## config.mk

```make
export PLATFORM = sky130hd
export DESIGN_NAME = ir_key_proc
export DESIGN_NICKNAME = d
export VERILOG_FILES = /design/src/rtl/ir_key_proc.sv
export SDC_FILE = /design/constraint.sdc
export NUM_CORES = 1
export LEC_CHECK = 0
export BUFFER_PORTS_ARGS = -buffer_cell sky130_fd_sc_hd__buf_2
export CAP_MARGIN = 20
export CELL_PAD_IN_SITES_DETAIL_PLACEMENT = 1
export CELL_PAD_IN_SITES_GLOBAL_PLACEMENT = 2
export CORE_MARGIN = 3
export CORE_UTILIZATION = 35
export CTS_BUF_LIST = sky130_fd_sc_hd__clkbuf_8
export CTS_CLUSTER_SIZE = 8
export DETAILED_ROUTE_END_ITERATION = 8
export GPL_TIMING_DRIVEN = 0
export PLACE_DENSITY = 0.78
export SYNTH_ARGS = -nofsm -noshare
export SYNTH_HDL_FRONTEND = slang
export SYNTH_SLANG_ARGS = --single-unit
export TNS_END_PERCENT = 20
```

## constraint.sdc

```tcl
create_clock -name SYSCLK -period 2.7 [get_ports SYSCLK]
set_input_delay 0.27 -clock SYSCLK [delete_from_list [all_inputs] [get_ports SYSCLK]]
set_output_delay 0.27 -clock SYSCLK [all_outputs]
set_load 0.1 [all_outputs]
```

## src/rtl/ir_key_proc.sv

```systemverilog
// ir_key_proc: turns the NEC decoder's frame/repeat strobes into clean key
// events (press, auto-repeat, release), a held-key level and an error count.
// Optional feature macro: IR_ADDR_CHECK_EN. When defined, the address byte
// and its complement must match DEV_ADDR. When undefined, any remote is
// accepted.
`timescale 1ns/1ps
module ir_key_proc #(
  parameter logic [23:0] REL_TIMEOUT  = 24'd6_500_000,
  parameter int unsigned REPEAT_DELAY = 4,
  parameter int unsigned REPEAT_RATE  = 1,
  parameter logic [7:0]  DEV_ADDR     = 8'h00
) (
  input  logic        SYSCLK,
  input  logic        RST_B,
  input  logic [31:0] IR_DATA,
  input  logic        IR_EN,
  output logic [7:0]  KEY_CODE,
  output logic        KEY_PRESS,
  output logic        KEY_REPT,
  output logic        KEY_REL,
  output logic        KEY_HOLD,
  output logic [7:0]  ERR_CNT
);

  // A zero delay or rate would mean "repeat before any strobe", so both are
  // clamped to at least 1. Values above the 8-bit counter range are capped.
  localparam logic [7:0] DELAY_EFF = (REPEAT_DELAY == 0) ? 8'd1 :
                                     (REPEAT_DELAY > 255) ? 8'd255 : 8'(REPEAT_DELAY);
  localparam logic [7:0] RATE_EFF  = (REPEAT_RATE == 0) ? 8'd1 :
                                     (REPEAT_RATE > 255) ? 8'd255 : 8'(REPEAT_RATE);

  typedef enum logic [1:0] {IDLE, HELD, AUTO, SWAP} state_t;

  state_t      r_state;
  logic [23:0] r_tmr;
  logic [7:0]  r_rcnt;
  logic [7:0]  r_keyCode;
  logic [7:0]  r_nextCode;
  logic        r_press;
  logic        r_rept;
  logic        r_rel;
  logic [7:0]  r_errCnt;

  state_t      w_stateNext;
  logic [23:0] w_tmrNext;
  logic [7:0]  w_rcntNext;
  logic [7:0]  w_keyCodeNext;
  logic [7:0]  w_nextCodeNext;
  logic        w_pressNext;
  logic        w_reptNext;
  logic        w_relNext;
  logic [7:0]  w_errNext;

  logic [7:0]  w_cmd;
  logic        w_cmdOk;
  logic        w_addrOk;
  logic        w_valid;
  logic        w_invalid;
  logic [7:0]  w_rcntInc;
  logic [7:0]  w_target;

  assign w_cmd   = IR_DATA[15:8];
  assign w_cmdOk = (IR_DATA[15:8] == ~IR_DATA[7:0]);

`ifdef IR_ADDR_CHECK_EN
  assign w_addrOk = (IR_DATA[31:24] == DEV_ADDR) && (IR_DATA[23:16] == ~DEV_ADDR);
`else
  // Address bytes are deliberately ignored in this build.
  logic w_unusedAddr;
  assign w_unusedAddr = ^{IR_DATA[31:16], DEV_ADDR};
  assign w_addrOk     = 1'b1;
`endif

  assign w_valid   = IR_EN & w_cmdOk & w_addrOk;
  assign w_invalid = IR_EN & ~(w_cmdOk & w_addrOk);
  assign w_rcntInc = (r_rcnt == 8'hFF) ? 8'hFF : r_rcnt + 8'd1;
  assign w_target  = (r_state == AUTO) ? RATE_EFF : DELAY_EFF;

  // Next-state and next-output decode; every pulse is computed here and
  // registered below so all outputs leave the block from flops.
  always_comb begin
    w_stateNext    = r_state;
    w_tmrNext      = r_tmr;
    w_rcntNext     = r_rcnt;
    w_keyCodeNext  = r_keyCode;
    w_nextCodeNext = r_nextCode;
    w_pressNext    = 1'b0;
    w_reptNext     = 1'b0;
    w_relNext      = 1'b0;
    w_errNext      = r_errCnt;

    if ((r_state != SWAP) && w_invalid && (r_errCnt != 8'hFF)) begin
      w_errNext = r_errCnt + 8'd1;
    end

    unique case (r_state)
      IDLE: begin
        if (w_valid) begin
          w_keyCodeNext = w_cmd;
          w_pressNext   = 1'b1;
          w_tmrNext     = REL_TIMEOUT;
          w_rcntNext    = 8'd0;
          w_stateNext   = HELD;
        end
      end
      HELD, AUTO: begin
        if (w_valid && (w_cmd == r_keyCode)) begin
          w_tmrNext = REL_TIMEOUT;
          if (w_rcntInc >= w_target) begin
            w_reptNext  = 1'b1;
            w_rcntNext  = 8'd0;
            w_stateNext = AUTO;
          end else begin
            w_rcntNext = w_rcntInc;
          end
        end else if (w_valid) begin
          w_relNext      = 1'b1;
          w_nextCodeNext = w_cmd;
          w_stateNext    = SWAP;
        end else if (r_tmr == 24'd0) begin
          w_relNext   = 1'b1;
          w_stateNext = IDLE;
        end else begin
          w_tmrNext = r_tmr - 24'd1;
        end
      end
      SWAP: begin
        w_keyCodeNext = r_nextCode;
        w_pressNext   = 1'b1;
        w_tmrNext     = REL_TIMEOUT;
        w_rcntNext    = 8'd0;
        w_stateNext   = HELD;
      end
      default: begin
        w_stateNext = IDLE;
      end
    endcase
  end

  // State and output registers; reset silently drops any held key.
  always_ff @(posedge SYSCLK) begin
    if (!RST_B) begin
      r_state    <= IDLE;
      r_tmr      <= 24'd0;
      r_rcnt     <= 8'd0;
      r_keyCode  <= 8'h00;
      r_nextCode <= 8'h00;
      r_press    <= 1'b0;
      r_rept     <= 1'b0;
      r_rel      <= 1'b0;
      r_errCnt   <= 8'h00;
    end else begin
      r_state    <= w_stateNext;
      r_tmr      <= w_tmrNext;
      r_rcnt     <= w_rcntNext;
      r_keyCode  <= w_keyCodeNext;
      r_nextCode <= w_nextCodeNext;
      r_press    <= w_pressNext;
      r_rept     <= w_reptNext;
      r_rel      <= w_relNext;
      r_errCnt   <= w_errNext;
    end
  end

  assign KEY_CODE  = r_keyCode;
  assign KEY_PRESS = r_press;
  assign KEY_REPT  = r_rept;
  assign KEY_REL   = r_rel;
  assign KEY_HOLD  = (r_state != IDLE);
  assign ERR_CNT   = r_errCnt;

endmodule

```

-- Yosys cells after proc, flatten, opt, wreduce, memory -nomap -nowiden
Cells that the tools add are included.
- logic and storage cells: 73
- input port bits: 35
- register bits: 61
- output and inout bits: 20
- reduce and logical (&&, ||, !) cells: 15
- equality and inequality tests: 14
- order comparisons: 1
- bitwise logic cells: 7
- multiplexer cells: 24
- $add $sub $neg: 3
- operators with widths (operator ; number):
    $mux W24 ; 4
    $pmux W24 S3 ; 1
    $mux W8 ; 5
    $logic_not A24 Y1 ; 1
    $pmux W8 S3 ; 1
    $sub A24 B1 Y24 const B ; 1
    $add A8 B1 Y8 const B ; 2
    $eq A8 B8 Y1 ; 2
    $pmux W8 S2 ; 1
    $reduce_and A3 Y1 ; 4
    $mux W2 ; 5
    $ne A3 B3 Y1 const B ; 3
    $eq A8 B8 Y1 const B ; 1
    $ge A8 B3 Y1 ; 1
    $ne A8 B8 Y1 const B ; 1
    $not A8 Y8 ; 1
    $ne A2 B2 Y1 const B ; 3
    $pmux W2 S3 ; 1
    $eq A2 B2 Y1 const B ; 2
    $mux W1 ; 4
    $ne A4 B4 Y1 const B ; 1
    $not A1 Y1 ; 4
    $reduce_and A2 Y1 ; 2
    $reduce_bool A2 Y1 ; 2
    8 further kinds ; 11

-- Depth between registers and ports, before layout
- depth in word-level cells: 6
- mapped depth: 12
- mapped depth without buffers: 12

-- Least setup slack after synthesis
OpenSTA, ideal clock, no wires.
- path kind: reg-to-reg
- from: register r_keyCode[4] (netlist: KEY_CODE[4])
- to: register r_tmr[21]
- library setup time: 0.074 ns
- arrival time: 2.640 ns
- required time: 2.626 ns
- path buffers: 0
- stages on the path, launching flop included: 8
- period minus slack after synthesis: 2.714 ns
- setup slack: -0.014 ns
- cells stage by stage: dfxtp_1 -> xor2_1 -> nor4_1 -> nand2_1 -> mux2i_4 -> o211ai_2 -> or4_1 -> a31oi_1
- longest elaborated chain between the ends: 4
- elaborated cells on any way between the ends: 7
- classes of those cells: eq/ne: 3; mux: 2; reduce/logical: 2
- RTL lines (what ; RTL line ; text):
    start, declared ; 37 ; logic [7:0] r_keyCode;
    start signal, assigned ; 156 ; r_keyCode <= w_keyCodeNext;
    $eq A8 B8 Y1 * ; 107 ; if (w_valid && (w_cmd == r_keyCode)) begin
    $logic_and A1 B1 Y1 * ; 107 ;
    $ne A3 B3 Y1 (no line) / $mux W24 (equally long branches) ; n/a ;
    $reduce_and A3 Y1 (no line) / $pmux W24 S3 (equally long branches) ; n/a ;
    end signal, assigned ; 154 ; r_tmr <= w_tmrNext;
    end, declared ; 35 ; logic [23:0] r_tmr;
Mark *: on every way between the ends. The rest lies on a longest branch, timed or not.
A chain may end at the register's enable or synchronous reset.

-- Worst setup path after layout
- from: register r_tmr[0]
- to: register r_tmr[17]
- longest elaborated chain between the ends: 5
- elaborated cells on any way between the ends: 8
- classes of those cells: add/sub: 1; eq/ne: 1; mux: 4; reduce/logical: 2
- RTL lines (what ; RTL line ; text):
    $sub A24 B1 Y24 ; 124 ; w_tmrNext = r_tmr - 24'd1;
    $mux W24 ; 120 ; end else if (r_tmr == 24'd0) begin
    $mux W24 ; 116 ; end else if (w_valid) begin
    $mux W24 ; 107 ;
    $pmux W24 S3 ; 96 ; unique case (r_state)
Several ways; a longest one is shown, not always the timed one. The select of a mux whose other input is x is not followed.

==> out/metrics.cfg <==
[clock_tree]
cts_buffer_depth=2
numCtsBuffers=9
htreeDepth=3
clkTransAtPathRegs_ps=70
cts.sinks=61
ctsRootBufferMaster=clkbuf_8
insertion_delay_ps=340
cts_tree=yes

[layout]
syn2layout_area_growth_pct=19.10
layout_common_cells=dfxtp_1, nor2_1, buf_2, mux2i_1, xor2_1
multi_input_area_sq_mm=0.001872
final_cell_count_no_fill=508
drive_gt1_frac=0.1985
n_fill_cell=1010
antennaDiodeCount=0
layout_commonest_cell=dfxtp_1
final-seq-area_sq_mm=0.001227
final_nets=441

[timing]
rsz0062_at_grt=no
slew_headroom=0.5206
clock_skew_ps=7.620
finalMaxSlewViolations=0
period_minus_slack_ps=2557
fin_crit_sh=0.9469
setup_viol=0
fin_hold_ws_ps=237.1
worstMarginPinSlew_ps=714.3
final.setup.worst_slack_ps=143.2
fmax_mhz=391.1
hold_viol=0

[run]
maxCapViolations=0

[place]
hpwl_um=6129
gp_congestion=0.8475
dp_cells=490
port_buffers=37
preCtsSetupSlack_ps=-415.4

[global_routing]
grt_pass1_wl_um=14040
grt_remaining_overflow=0
antenna_found_initial=0
grt_max_degree=12
use_met2=0.2734
grt_use_met3=0.03806
use_met1=0.2413
gr-usage-all-layers=0.1751
grt.busiest_layer=met2
first_global_vias=2696

[power_and_ir_drop]
p_int_mw=1.943
sequentialPowerShare=0.329
power_frac_comb=0.383
switchingPower_mw=1.273
powerDensity_mw_per_mm2=860.4
vdd_ir_drop_max_mv=0.3198
switching_share=0.3957
p_total_mw=3.215
clkPwrFrac=0.288
p_leak_nw=1.535

[detailed_routing]
final_antenna_net_count=0
wl_um=8345
viasPerCell=5.339
first_pass_iters=4
drc=0
drtIter0Drc=77
avgRoutedWirePerCell_um=16.43
vias=2712

[critical_path]
critPathArrivalTime_ps=2790
cp-end-kind=register
critPathMaxStageDelay_ps=690
slowest_stage=or4b_2
cp-start-kind=register
r2r_cells=8
cp_num_cells=8
cp_cell_sequence=inv_1 -> ha_1 -> or4b_2 -> nor4_4 -> mux2i_4 -> o211ai_4 -> nor4_1 -> o31a_1
worst-path-max-fanout=8
worstPathRequired_ps=2930
path_buf_inv=1
criticalPathCategory=reg2reg
cpLargestDelayFamily=simple AND/OR/NAND/NOR gates

[synth]
postSynthAreaPerCell_sq_um=9.017
yosys_warnings=0
synth_edf_count=0
ys_seq_elements=61
synthCells=348
synth.distinct_cells=47
synthArstFlopShare=0
ys.flop_type=dfxtp_1
ys_seq_area_frac=0.3892
synth_nets=391
syn_area_sq_mm=0.003138

[run_status]
status=completed

[die]
placementRows=33
coreArea_sq_mm=0.008464
die_h_um=100.7
num_io_pins=55
die-area_sq_mm=0.01014
start_util=0.3707
die_x_um=100.7

[worst_hold_path]
hold_class=in2reg
hold_depth=3

[metrics by stage]
step / area, sq um / utilization / setup TNS, ps
after floorplan: 3143 / - / 0
after global placement: 3460 / 0.4087 / -5475
after detailed placement: 3460 / 0.4087 / -6765
after CTS: 3701 / 0.4373 / 0
after global routing: 3737 / 0.4415 / 0
final: 3737 / 0.4415 / 0
[flip-flops by register name (all words and copies together), names as in the netlist]
register,cells
ERR_CNT,8
KEY_CODE,8
KEY_PRESS,1
KEY_REL,1
KEY_REPT,1
r_nextCode,8
r_rcnt,8
r_state,2
r_tmr,24
[cells in the mapped netlist (all sizes together) (3+ instances only)]
cell	n	area [sq um]
xnor2	18	157.7
a21oi	11	55.05
inv	9	33.78
or3	8	50.05
nor3	11	55.05
or4	3	22.52
nor2	49	183.9
o31a	3	26.28
o211ai	5	42.54
ha	8	100.1
nand2	17	63.81
nand3	11	67.57
o21ai	10	50.05
xor2	19	166.4
nor4	11	113.9
clkbuf	9	33.78
nand4	6	37.54
dfxtp	61	1221
mux2i	21	222.7
o31ai	3	22.52
a31oi	5	31.28
a311oi	3	26.28
and3	4	25.02
and2	6	37.54
a211oi	12	90.09
[metal layers]
metal	vias to the layer above	part of all wire	wire length [um]
met2	46	0.45	3780
met5	-	0	0
li1	1358	-	-
met1	1299	0.50	4159
met4	0	0.011	93
met3	9	0.037	312
[logic make-up (layout without fill, tap and decap cells)]
group / Yosys count / in the layout / share of synthesized area
fa+ha+maj: 8 / 8 / 0.03190
simple gates: 138 / 138 / 0.2380
compound gates: 60 / 60 / 0.1340
xor+xnor: 37 / 37 / 0.1033
buf+inv: 21 / 76 / 0.02552
mux: 23 / 23 / 0.07815
flops: 61 / 61 / 0.3892
[power by group through the flow]
stage / Combinational [mW] / Sequential (mW) / Clock (mW)
detailed placement: 1.19 / 1.08 / 0
floorplan: 0.866 / 1.09 / 0
global placement: 1.17 / 1.07 / 0
finish: 1.23 / 1.06 / 0.927
CTS: 1.22 / 1.06 / 0.952
global route: 1.35 / 1.07 / 0.985
[repair_timing]
item                                   CTS  global route
resized for setup                        5             6
hold buffers                             0             0
setup endpoints to repair               21            16
setup buffers                            0             2
endpoints found under the hold margin    0             0
pin swaps                                0             2
[layout make-up]
class,instances,share of cell area
clock buffers,10,0.03683
well taps,105,0.03515
clock inverters,6,0.02343
inverters,11,0.01105
multi-input cells,266,0.5008
repair buffers,39,0.05357
flip-flops and latches,61,0.3284
plain buffers,10,0.01071
[path summary, 6_finish.rpt]
kind	from	slack (ps)	to
worst max-delay path	r_tmr[0]$_SDFFE_PN0P_	140	r_tmr[17]$_SDFFE_PN0P_
worst max register to register	r_tmr[0]$_SDFFE_PN0P_	140	r_tmr[17]$_SDFFE_PN0P_
worst min-delay path	IR_DATA[8]	240	r_nextCode[0]$_SDFFE_PN0P_
worst min register to register	r_tmr[19]$_SDFFE_PN0P_	480	r_tmr[19]$_SDFFE_PN0P_
[tightest hold or removal path: stages]
cell,delay [ps]
buf_2,130
mux2i_1,80
nor2_1,70
Note: power is estimated with default switching activity, not from simulation.
